File: src/rtl/rfetch_scoreboard_if.sv
// rtl/rfetch_scoreboard_if.sv - decode/writeback/drain signal bundle for the rfetch scoreboard
interface rfetch_scoreboard_if #(
    parameter int reg_els_p = 32
);
    localparam int idx_w_lp = $clog2(reg_els_p);

    logic                decode_rfetch_v;
    logic [idx_w_lp-1:0] decode_rfetch_rs1;
    logic [idx_w_lp-1:0] decode_rfetch_rs2;
    logic [idx_w_lp-1:0] decode_rfetch_rd;
    logic                decode_rfetch_rs1_used;
    logic                decode_rfetch_rs2_used;
    logic                decode_rfetch_rd_w_v;
    logic                writeback_rfetch_rd_w_v;
    logic [idx_w_lp-1:0] writeback_rfetch_rd;
    logic                drain_req_i;
    logic                drain_done_o;
    logic                rfetch_stall_o;
    logic                rfetch_execute_v_o;

    modport master (
        output decode_rfetch_v, decode_rfetch_rs1, decode_rfetch_rs2, decode_rfetch_rd,
               decode_rfetch_rs1_used, decode_rfetch_rs2_used, decode_rfetch_rd_w_v,
               writeback_rfetch_rd_w_v, writeback_rfetch_rd, drain_req_i,
        input  drain_done_o, rfetch_stall_o, rfetch_execute_v_o
    );

    modport slave (
        input  decode_rfetch_v, decode_rfetch_rs1, decode_rfetch_rs2, decode_rfetch_rd,
               decode_rfetch_rs1_used, decode_rfetch_rs2_used, decode_rfetch_rd_w_v,
               writeback_rfetch_rd_w_v, writeback_rfetch_rd, drain_req_i,
        output drain_done_o, rfetch_stall_o, rfetch_execute_v_o
    );
endinterface

File: src/rtl/rfetch_scoreboard.sv
// rtl/rfetch_scoreboard.sv - register-fetch pending-write scoreboard with drain FSM
module rfetch_scoreboard #(
    parameter int reg_els_p  = 32,
    parameter int max_pend_p = 4
) (
    input  logic                               clk,
    input  logic                               rst,
    rfetch_scoreboard_if.slave                 sb,
    output logic [$clog2(max_pend_p+1)-1:0]    pend_cnt_o,
    output logic [15:0]                        stall_cycles_o
);
    localparam int cnt_w_lp = $clog2(max_pend_p+1);
    localparam logic [cnt_w_lp-1:0] max_cnt_lp = cnt_w_lp'(max_pend_p);

    typedef enum logic [1:0] {RUN, DRAIN, DONE} state_e;

    state_e                state_r, state_n;
    logic [reg_els_p-1:0]  pend_r, pend_n;
    logic [cnt_w_lp-1:0]   cnt_n;
    logic                  hazard, full, issue, set_v, clr_v, exec_v_r;

    // Hazards look at pre-edge pending bits only; a retiring write is not bypassed.
    always_comb begin
        hazard = sb.decode_rfetch_v &&
                 ((sb.decode_rfetch_rs1_used && (sb.decode_rfetch_rs1 != '0) && pend_r[sb.decode_rfetch_rs1]) ||
                  (sb.decode_rfetch_rs2_used && (sb.decode_rfetch_rs2 != '0) && pend_r[sb.decode_rfetch_rs2]) ||
                  (sb.decode_rfetch_rd_w_v   && (sb.decode_rfetch_rd  != '0) && pend_r[sb.decode_rfetch_rd]));
        full   = sb.decode_rfetch_v && sb.decode_rfetch_rd_w_v && (sb.decode_rfetch_rd != '0) &&
                 (pend_cnt_o == max_cnt_lp);
    end

    assign sb.rfetch_stall_o     = sb.decode_rfetch_v && (hazard || full || (state_r != RUN));
    assign issue                 = sb.decode_rfetch_v && !sb.rfetch_stall_o;
    assign set_v                 = issue && sb.decode_rfetch_rd_w_v && (sb.decode_rfetch_rd != '0);
    assign clr_v                 = sb.writeback_rfetch_rd_w_v && (sb.writeback_rfetch_rd != '0) &&
                                   pend_r[sb.writeback_rfetch_rd];
    assign sb.rfetch_execute_v_o = exec_v_r;

    // set and clear never hit the same register: a set needs rd not pending, a clear needs it pending
    always_comb begin
        pend_n = pend_r;
        cnt_n  = pend_cnt_o;
        if (clr_v) pend_n[sb.writeback_rfetch_rd] = 1'b0;
        if (set_v) pend_n[sb.decode_rfetch_rd]    = 1'b1;
        pend_n[0] = 1'b0;
        case ({set_v, clr_v})
            2'b10:   cnt_n = pend_cnt_o + cnt_w_lp'(1);
            2'b01:   cnt_n = pend_cnt_o - cnt_w_lp'(1);
            default: cnt_n = pend_cnt_o;
        endcase
    end

    always_comb begin
        state_n         = state_r;
        sb.drain_done_o = 1'b0;
        case (state_r)
            RUN:     if (sb.drain_req_i) state_n = DRAIN;
            DRAIN:   if (cnt_n == '0)    state_n = DONE;
            DONE: begin
                sb.drain_done_o = 1'b1;
                state_n         = RUN;
            end
            default: state_n = RUN;
        endcase
    end

    always_ff @(posedge clk or negedge rst) begin
        if (!rst) begin
            state_r        <= RUN;
            pend_r         <= '0;
            pend_cnt_o     <= '0;
            exec_v_r       <= 1'b0;
            stall_cycles_o <= '0;
        end else begin
            state_r    <= state_n;
            pend_r     <= pend_n;
            pend_cnt_o <= cnt_n;
            exec_v_r   <= issue;
            if (sb.rfetch_stall_o && (stall_cycles_o != 16'hFFFF))
                stall_cycles_o <= stall_cycles_o + 16'd1;
        end
    end
endmodule

File: src/flat_wrapper.sv
// flat-port wrapper written by rule: the top's interface ports become plain ports
module rfetch_scoreboard_flat 
#(
    parameter int reg_els_p  = 32,
    parameter int max_pend_p = 4
)
  (clk, rst, pend_cnt_o, stall_cycles_o, sb_decode_rfetch_v, sb_decode_rfetch_rs1, sb_decode_rfetch_rs2, sb_decode_rfetch_rd, sb_decode_rfetch_rs1_used, sb_decode_rfetch_rs2_used, sb_decode_rfetch_rd_w_v, sb_writeback_rfetch_rd_w_v, sb_writeback_rfetch_rd, sb_drain_req_i, sb_drain_done_o, sb_rfetch_stall_o, sb_rfetch_execute_v_o);
  rfetch_scoreboard_if #(.reg_els_p(reg_els_p)) sb_i ();
  input  logic clk;
  input  logic rst;
  output logic [$clog2(max_pend_p+1)-1:0] pend_cnt_o;
  output logic [15:0] stall_cycles_o;
  input wire logic [$bits(sb_i.decode_rfetch_v)-1:0] sb_decode_rfetch_v;
  input wire logic [$bits(sb_i.decode_rfetch_rs1)-1:0] sb_decode_rfetch_rs1;
  input wire logic [$bits(sb_i.decode_rfetch_rs2)-1:0] sb_decode_rfetch_rs2;
  input wire logic [$bits(sb_i.decode_rfetch_rd)-1:0] sb_decode_rfetch_rd;
  input wire logic [$bits(sb_i.decode_rfetch_rs1_used)-1:0] sb_decode_rfetch_rs1_used;
  input wire logic [$bits(sb_i.decode_rfetch_rs2_used)-1:0] sb_decode_rfetch_rs2_used;
  input wire logic [$bits(sb_i.decode_rfetch_rd_w_v)-1:0] sb_decode_rfetch_rd_w_v;
  input wire logic [$bits(sb_i.writeback_rfetch_rd_w_v)-1:0] sb_writeback_rfetch_rd_w_v;
  input wire logic [$bits(sb_i.writeback_rfetch_rd)-1:0] sb_writeback_rfetch_rd;
  input wire logic [$bits(sb_i.drain_req_i)-1:0] sb_drain_req_i;
  output wire logic [$bits(sb_i.drain_done_o)-1:0] sb_drain_done_o;
  output wire logic [$bits(sb_i.rfetch_stall_o)-1:0] sb_rfetch_stall_o;
  output wire logic [$bits(sb_i.rfetch_execute_v_o)-1:0] sb_rfetch_execute_v_o;
  assign sb_i.decode_rfetch_v = sb_decode_rfetch_v;
  assign sb_i.decode_rfetch_rs1 = sb_decode_rfetch_rs1;
  assign sb_i.decode_rfetch_rs2 = sb_decode_rfetch_rs2;
  assign sb_i.decode_rfetch_rd = sb_decode_rfetch_rd;
  assign sb_i.decode_rfetch_rs1_used = sb_decode_rfetch_rs1_used;
  assign sb_i.decode_rfetch_rs2_used = sb_decode_rfetch_rs2_used;
  assign sb_i.decode_rfetch_rd_w_v = sb_decode_rfetch_rd_w_v;
  assign sb_i.writeback_rfetch_rd_w_v = sb_writeback_rfetch_rd_w_v;
  assign sb_i.writeback_rfetch_rd = sb_writeback_rfetch_rd;
  assign sb_i.drain_req_i = sb_drain_req_i;
  assign sb_drain_done_o = sb_i.drain_done_o;
  assign sb_rfetch_stall_o = sb_i.rfetch_stall_o;
  assign sb_rfetch_execute_v_o = sb_i.rfetch_execute_v_o;
  rfetch_scoreboard #(.reg_els_p(reg_els_p), .max_pend_p(max_pend_p)) u_core (.clk(clk), .rst(rst), .sb(sb_i), .pend_cnt_o(pend_cnt_o), .stall_cycles_o(stall_cycles_o));
endmodule
File: config.mk
export PLATFORM = sky130hd
export DESIGN_NAME = rfetch_scoreboard_flat
export DESIGN_NICKNAME = d
export VERILOG_FILES = /design/src/rtl/rfetch_scoreboard_if.sv /design/src/rtl/rfetch_scoreboard.sv /design/src/flat_wrapper.sv
export SDC_FILE = /design/constraint.sdc
export NUM_CORES = 1
export LEC_CHECK = 0
export CAP_MARGIN = 10
export CORE_ASPECT_RATIO = 1.1
export CORE_MARGIN = 1
export CORE_UTILIZATION = 60
export CTS_CLUSTER_SIZE = 40
export DETAILED_ROUTE_END_ITERATION = 10
export GPL_TIMING_DRIVEN = 0
export PLACE_DENSITY_LB_ADDON = 0.05
export SLEW_MARGIN = 20
export SYNTH_ARGS = -nofsm -noshare
export SYNTH_HDL_FRONTEND = slang
export SYNTH_SLANG_ARGS = --single-unit
File: constraint.sdc
create_clock -name clk -period 8.2 [get_ports clk]
set_input_delay 1.23 -clock clk [delete_from_list [all_inputs] [get_ports clk]]
set_output_delay 1.23 -clock clk [all_outputs]
set_load 0.03 [all_outputs]
==> metrics.yaml, run 1 <==
port-buffer-count: 42
synth_cell_types: 53
finalNonFillerCells: 491
outcome: "finished clean"
yosysSeqAreaShare_pct: 35.91
vias_per_cell: 6.774
cp_top_family: "buffers and inverters"
finalCritPeriodShare_pct: 68.42
peakVddDrop_mv: 0.1507
htreeDepth: 2
drv_slew: 0
synth-edff-count: 0
min_period_ns: 5.610
path_clk_slew_ns: 0.09
vias: 3326
crit_slowest_cell: "clkdlybuf4s50_1"
avgRoutedWirePerCell_um: 20.08
min_from: "u_core.stall_cycles_o[10]"
holdWs_ns: 0.4986
yosys.area_share.simple_pct: 19.99
grt_max_degree: 54
fmax_ghz: 0.1782
hold_path.class: "reg2reg"
combPwrFrac_pct: 39.4
synth_mux_area_share_pct: 20.02
tightest_slew_ns: 0.9300
worstPathArrival_ns: 4.38
path_buf_inv: 2
final_cell_mix: "53 x dfrtp_1, 41 x clkdlybuf4s50_1, 35 x o21ai_0"
layout-drive-gt1-share_pct: 11.84
crit_type: "in2out"
num_rows: 29
wl_um: 9861
clk_path_buf_depth: 2
syn_inst: 364
cts_resized: 0
slew_headroom_pct: 37.53
nets: 444
p_per_area_nw_per_um2: 203.1
hpwl_um: 7460
rsz0062_at_grt: "false"
synthTopCellsByArea: "dfrtp_1 36%, mux4_2 12%, mux2i_1 6.5%"
synth_compound_area_share_pct: 14.80
power.switching_mw: 0.3377
synthAdderAreaFrac_pct: 1.220
fp.dieH_um: 84.29
fin_skew_ns: 0.01166
avgSynthCellArea_um2: 10.15
ys_async_sr_fraction_pct: 100.0
post-cts-setup-buffer-count: 0
placed_area_um2: 4214
maxCapViolations: 0
multiInputGateArea_um2: 2225
netSwitchingFraction_pct: 38.62
p_int_mw: 0.5366
crit_chain: "clkdlybuf4s50_1, mux4_2, or2_2, a31oi_1, o21ai_0, a221o_1, and2_1, clkdlybuf4s50_1"
netlist_area_um2: 3694
crit_path_max_fanout: 8
yosys_warnings: 0
synth_top_area_share_pct: 35.91
clkLatencyLatePin_ns: 0.32
antenna_found_initial: 0
p_seq_share_pct: 43.3
startpoint: "sb_decode_rfetch_rs2[0]"
drc: 0
total_power_mw: 0.8743
design.core.area_um2: 5842
ctsHoldBuffers: 0
cp_common_cell: "clkdlybuf4s50_1"
synth_top_family_by_area: "multiplexers"
synth_xor_area_share_pct: 4.031
gp_congestion: 0.9653
io_pins: 50
syn-num-nets: 395
hold_viol: 0
syn_to_final_growth_pct: 16.53
yosysTopAreaCell: "dfrtp_1"
drt-initial-drc-count: 252
grt_pass1_wl_um: 16770
initial_core_util_pct: 63.23
finalSetupTns_ns: 0
cts_buffers: 5
regArea_um2: 1326
grtUsageTotal_pct: 33.29
final_antenna_net_count: 0
dp.cells: 483
gr-total-overflow: 0
n_antenna_cell: 0
synth_ff_type: "dfrtp_1"
leakage_nw: 1.739
ys_ff_latch: 53
endpoint_kind: "output pin"
p_clk_share_pct: 17.3
die-area_um2: 6474
stdcell_area_um2: 4304
cts_num_sinks: 53
cp_data_required_time_ns: 6.97
fill_cells: 439
cts_tree: "done"
setup_viol: 0
startpoint_type: "input port"
dieWidth_um: 76.81
cts_root_buf: "clkbuf_8"
first_pass_iters: 5
final_common_cell: "dfrtp_1"
max_stage_delay_ns: 0.62
first_global_vias: 3336
rr_startpoint: "u_core.pend_r[11]"
==> worst paths after layout <==
path	slack (ns)	cells past startpoint	to
max in group asynchronous	6.81	1	u_core.pend_r[29]
hold reg to reg	0.50	1	u_core.stall_cycles_o[10]
hold / removal	0.50	1	u_core.stall_cycles_o[10]
min in group asynchronous	0.95	1	u_core.stall_cycles_o[4]
setup / recovery	2.59	8	sb_rfetch_stall_o
setup reg to reg	4.61	13	u_core.state_r[0]
==> layer usage <==
layer	up-vias	share of wire (%)	track usage (%)
met1	1600	37	41.71
met4	0	3.9	16.96
met3	43	7.7	4.457
met5	-	0	0
li1	1483	-	-
met2	200	51	56.41
==> final cells by class <==
cell class / instances / area share (%)
Sequential cell: 53 / 30.81
Buffer: 20 / 2.151
Clock buffer: 5 / 1.599
Multi-Input combinational cell: 276 / 51.69
Inverter: 15 / 1.308
Tap cell: 77 / 2.238
Clock inverter: 3 / 0.4942
Timing Repair Buffer: 42 / 9.709
==> logic make-up (layout without fill, tap and decap cells) <==
group,after synthesis,count (layout)
AOI/OAI and AO/OA,78,78
xor gates and xnor gates,17,17
adders and majority gates,3,3
buffers and inverters,35,85
DFF,53,53
muxes,48,48
and+or+nand+nor,130,130
==> per-stage QoR <==
| step | worst slack (ns) | utilization (%) |
|---|---|---|
| after floorplan | 3.835 | - |
| after global placement | 2.639 | 72.07 |
| after detailed placement | 2.615 | 72.14 |
| after CTS | 2.607 | 73.68 |
| after global routing | 2.492 | 73.68 |
| final | 2.590 | 73.68 |
==> worst register-to-register path, cell delays in order (launching register included) <==
cell	delay [ns]
dfrtp_1	0.45
mux4_2	0.49
nor2b_1	0.19
a2111oi_2	0.28
nand4_1	0.22
a2111oi_4	0.52
inv_1	0.09
ha_1	0.21
inv_1	0.08
fa_1	0.42
mux2_2	0.29
nand3_1	0.11
mux2i_1	0.08
nor2_1	0.09
==> power by group through the flow <==
stage	sequential [mW]	combinational (mW)	clock, mW
2_1_floorplan	0.407	0.187	0
3_5_place_dp	0.382	0.345	0
6_report	0.379	0.344	0.151
5_1_grt	0.388	0.374	0.163
3_3_place_gp	0.378	0.334	0
4_1_cts	0.376	0.346	0.154
==> flip-flops by register name (all words and copies together), names as in the netlist <==
register                      count
u_core.stall_cycles_o            16
u_core.pend_r                    31
u_core.state_r                    2
u_core.sb.rfetch_execute_v_o      1
u_core.pend_cnt_o                 3
==> synth_stat cells (2+ instances only) <==
| cell type | number |
|---|---|
| inv_1 | 15 |
| o22ai_1 | 2 |
| nor4_1 | 3 |
| nand3_1 | 16 |
| nor2_1 | 9 |
| dfrtp_1 | 53 |
| a31oi_1 | 6 |
| a21oi_1 | 2 |
| o41ai_1 | 2 |
| ha_1 | 2 |
| mux4_2 | 20 |
| and3b_1 | 2 |
| nor2b_1 | 9 |
| nand3b_1 | 9 |
| o2bb2ai_1 | 14 |
| clkbuf_1 | 13 |
| mux2_2 | 3 |
| o21ai_0 | 35 |
| nand4_1 | 9 |
| or3_1 | 5 |
| xnor2_1 | 13 |
| xor2_1 | 4 |
| or3b_2 | 2 |
| or4_1 | 2 |
| nand2_1 | 28 |
| and4_1 | 2 |
| buf_2 | 5 |
| mux2i_1 | 24 |
| or2_2 | 3 |
| nor3b_1 | 5 |
| nand2b_1 | 5 |
| and3_1 | 13 |
| nor3_1 | 5 |
| a221o_1 | 2 |
| a22oi_1 | 4 |
(Power assumes the default switching activity.)
==> run 2, diff against run 1 <==
--- a/config.mk
+++ b/config.mk
@@ -8,7 +8,7 @@
 export CAP_MARGIN = 10
 export CORE_ASPECT_RATIO = 1.1
 export CORE_MARGIN = 1
-export CORE_UTILIZATION = 60
+export CORE_UTILIZATION = 50
 export CTS_CLUSTER_SIZE = 40
 export DETAILED_ROUTE_END_ITERATION = 10
 export GPL_TIMING_DRIVEN = 0
==> constraint.sdc (replaced) <==
create_clock -name clk -period 5 [get_ports clk]
set_input_delay 0.75 -clock clk [delete_from_list [all_inputs] [get_ports clk]]
set_output_delay 0.75 -clock clk [all_outputs]
set_load 0.03 [all_outputs]
==> run 2 against run 1 <==
  * The run now ends with design-rule violations left
  * Non-clock buffer count unchanged
  * Wire length increased by 7.6%
  * Design area increased by 0.49%
  * Sequential power rose by 65%
  * Cell count rose by 1.6%
  * First-iteration DRC count is 19% lower
  * Largest power group unchanged
  * Power rose by 67%
==> metrics.yaml, run 2 (synthesis results as in run 1) <==
drc: 12
cts_buffers: 5
crit_path_max_fanout: 10
cts_num_sinks: 53
cp_common_cell: "clkdlybuf4s50_1"
top_layer: "met4"
outcome: "complete, but fails checks"
first_global_vias: 3271
p_clk_share_pct: 18.4
port-buffer-count: 42
cts_resized: 0
p_int_mw: 0.9057
syn_to_final_growth_pct: 17.11
first_pass_iters: 8
finalNonFillerCells: 499
design.core.area_um2: 7087
total_power_mw: 1.459
initial_core_util_pct: 52.12
min_period_ns: 4.700
grt_pass1_wl_um: 17040
setup_viol: 0
gp_congestion: 0.9461
crit_slowest_cell: "clkdlybuf4s50_1"
vias: 3277
post-cts-setup-buffer-count: 0
crit_chain: "clkdlybuf4s50_1, clkbuf_1, nor3_1, a311oi_1, nand4_1, a221o_1, and2_1, clkdlybuf4s50_1"
fill_cells: 611
die-area_um2: 7736
path_clk_slew_ns: 0.10
cts_root_buf: "clkbuf_8"
dp.cells: 491
finalCritPeriodShare_pct: 94.00
antenna_found_initial: 0
drv_slew: 0
n_antenna_cell: 0
vias_per_cell: 6.567
top_register: "u_core.pend_r"
nets: 444
layout-drive-gt1-share_pct: 11.84
netSwitchingFraction_pct: 37.94
dr_wl_met2_um: 5230
maxCapViolations: 0
fin_skew_ns: 0.01316
ctsHoldBuffers: 0
max_stage_delay_ns: 0.65
cts_tree: "done"
num_rows: 32
endpoint_kind: "output pin"
tightest_slew_ns: 1.104
p_per_area_nw_per_um2: 337.4
wl_um: 10610
p_seq_share_pct: 42.8
power.switching_mw: 0.5536
peakVddDrop_mv: 0.1803
routedLengthMet1_um: 4279
largest_reg_flops: 31
top_regs: "u_core.pend_r: 31 flops, u_core.stall_cycles_o: 16 flops, u_core.pend_cnt_o: 3 flops"
gr-total-overflow: 0
fp.dieH_um: 92.15
grtUsageTotal_pct: 28.95
dieWidth_um: 83.95
clk_path_buf_depth: 2
avgRoutedWirePerCell_um: 21.26
startpoint: "sb_decode_rfetch_rd[1]"
io_pins: 50
leakage_nw: 1.749
final_antenna_net_count: 0
cp_data_required_time_ns: 4.25
crit_type: "in2out"
finalSetupTns_ns: 0
combPwrFrac_pct: 38.8
drt-initial-drc-count: 204
startpoint_type: "input port"
rsz0062_at_grt: "false"
final_common_cell: "dfrtp_1"
wl_met3_um: 757
htreeDepth: 2
clkLatencyLatePin_ns: 0.31
grt_max_degree: 54
hold_path.class: "in2async"
failed_checks: "design-rule violations"
fin_util_pct: 61.03
rr_startpoint: "u_core.pend_r[11]"
hpwl_um: 7823
fmax_ghz: 0.2128
worstPathArrival_ns: 3.95
slew_headroom_pct: 25.85
final_cell_mix: "53 x dfrtp_1, 41 x clkdlybuf4s50_1, 35 x o21ai_0"
hold_viol: 0
-- run 2: worst max-delay path, delay by kind of cell --
kind,cells,cell delay [ns]
compound gates,2,0.89
simple gates,3,0.66
buf+inv,3,1.65
-- run 2: power groups by stage --
stage	Combinational, mW	Sequential, mW	Clock (mW)
2_1_floorplan	0.307	0.668	0
3_3_place_gp	0.555	0.626	0
3_5_place_dp	0.564	0.629	0
4_1_cts	0.566	0.620	0.272
5_1_grt	0.612	0.638	0.287
6_report	0.566	0.625	0.268
-- run 2: layer usage --
metal  track usage [%]  vias up
met5                 0        -
met4             12.64        0
met3             5.131       29
met2             50.14      157
met1             35.37     1602
li1                  -     1489
-- run 2: final timing paths --
path,endpoint,slack (ns),depth (start not counted)
setup / recovery,sb_rfetch_stall_o,0.30,8
hold / removal,u_core.stall_cycles_o[13],0.48,1
setup reg to reg,u_core.state_r[0],1.30,13
hold reg to reg,u_core.stall_cycles_o[14],0.50,1
max in group asynchronous,u_core.pend_cnt_o[0],4.08,1
min in group clk,u_core.stall_cycles_o[14],0.50,1
-- run 2: layout make-up --
type	count	area (µm²)	area share [%]
well taps	85	106.4	2.459
plain buffers	20	92.59	2.141
inverters	15	56.30	1.302
clock buffers	7	96.34	2.227
repair buffers	42	417.9	9.662
multi-input cells	276	2225	51.43
clock inverters	1	5.005	0.1157
flip-flops and latches	53	1326	30.66
-- run 2: stage by stage --
step	hold WS, ns	area [µm²]	setup slack, ns
finish	0.4780	4325	0.2999
global route	0.5257	4325	0.2149
CTS	0.4984	4325	0.3034
detailed placement	0.4887	4224	0.2698
global placement	0.4816	4220	0.3337
floorplan	0.4544	3694	1.308
==> run 3, diff against run 2 <==
--- a/config.mk
+++ b/config.mk
@@ -17,3 +17,4 @@
 export SYNTH_ARGS = -nofsm -noshare
 export SYNTH_HDL_FRONTEND = slang
 export SYNTH_SLANG_ARGS = --single-unit
+export TNS_END_PERCENT = 30
==> results of run 3 <==
The final DEF is identical to that of run 2; final timing and power are the same.
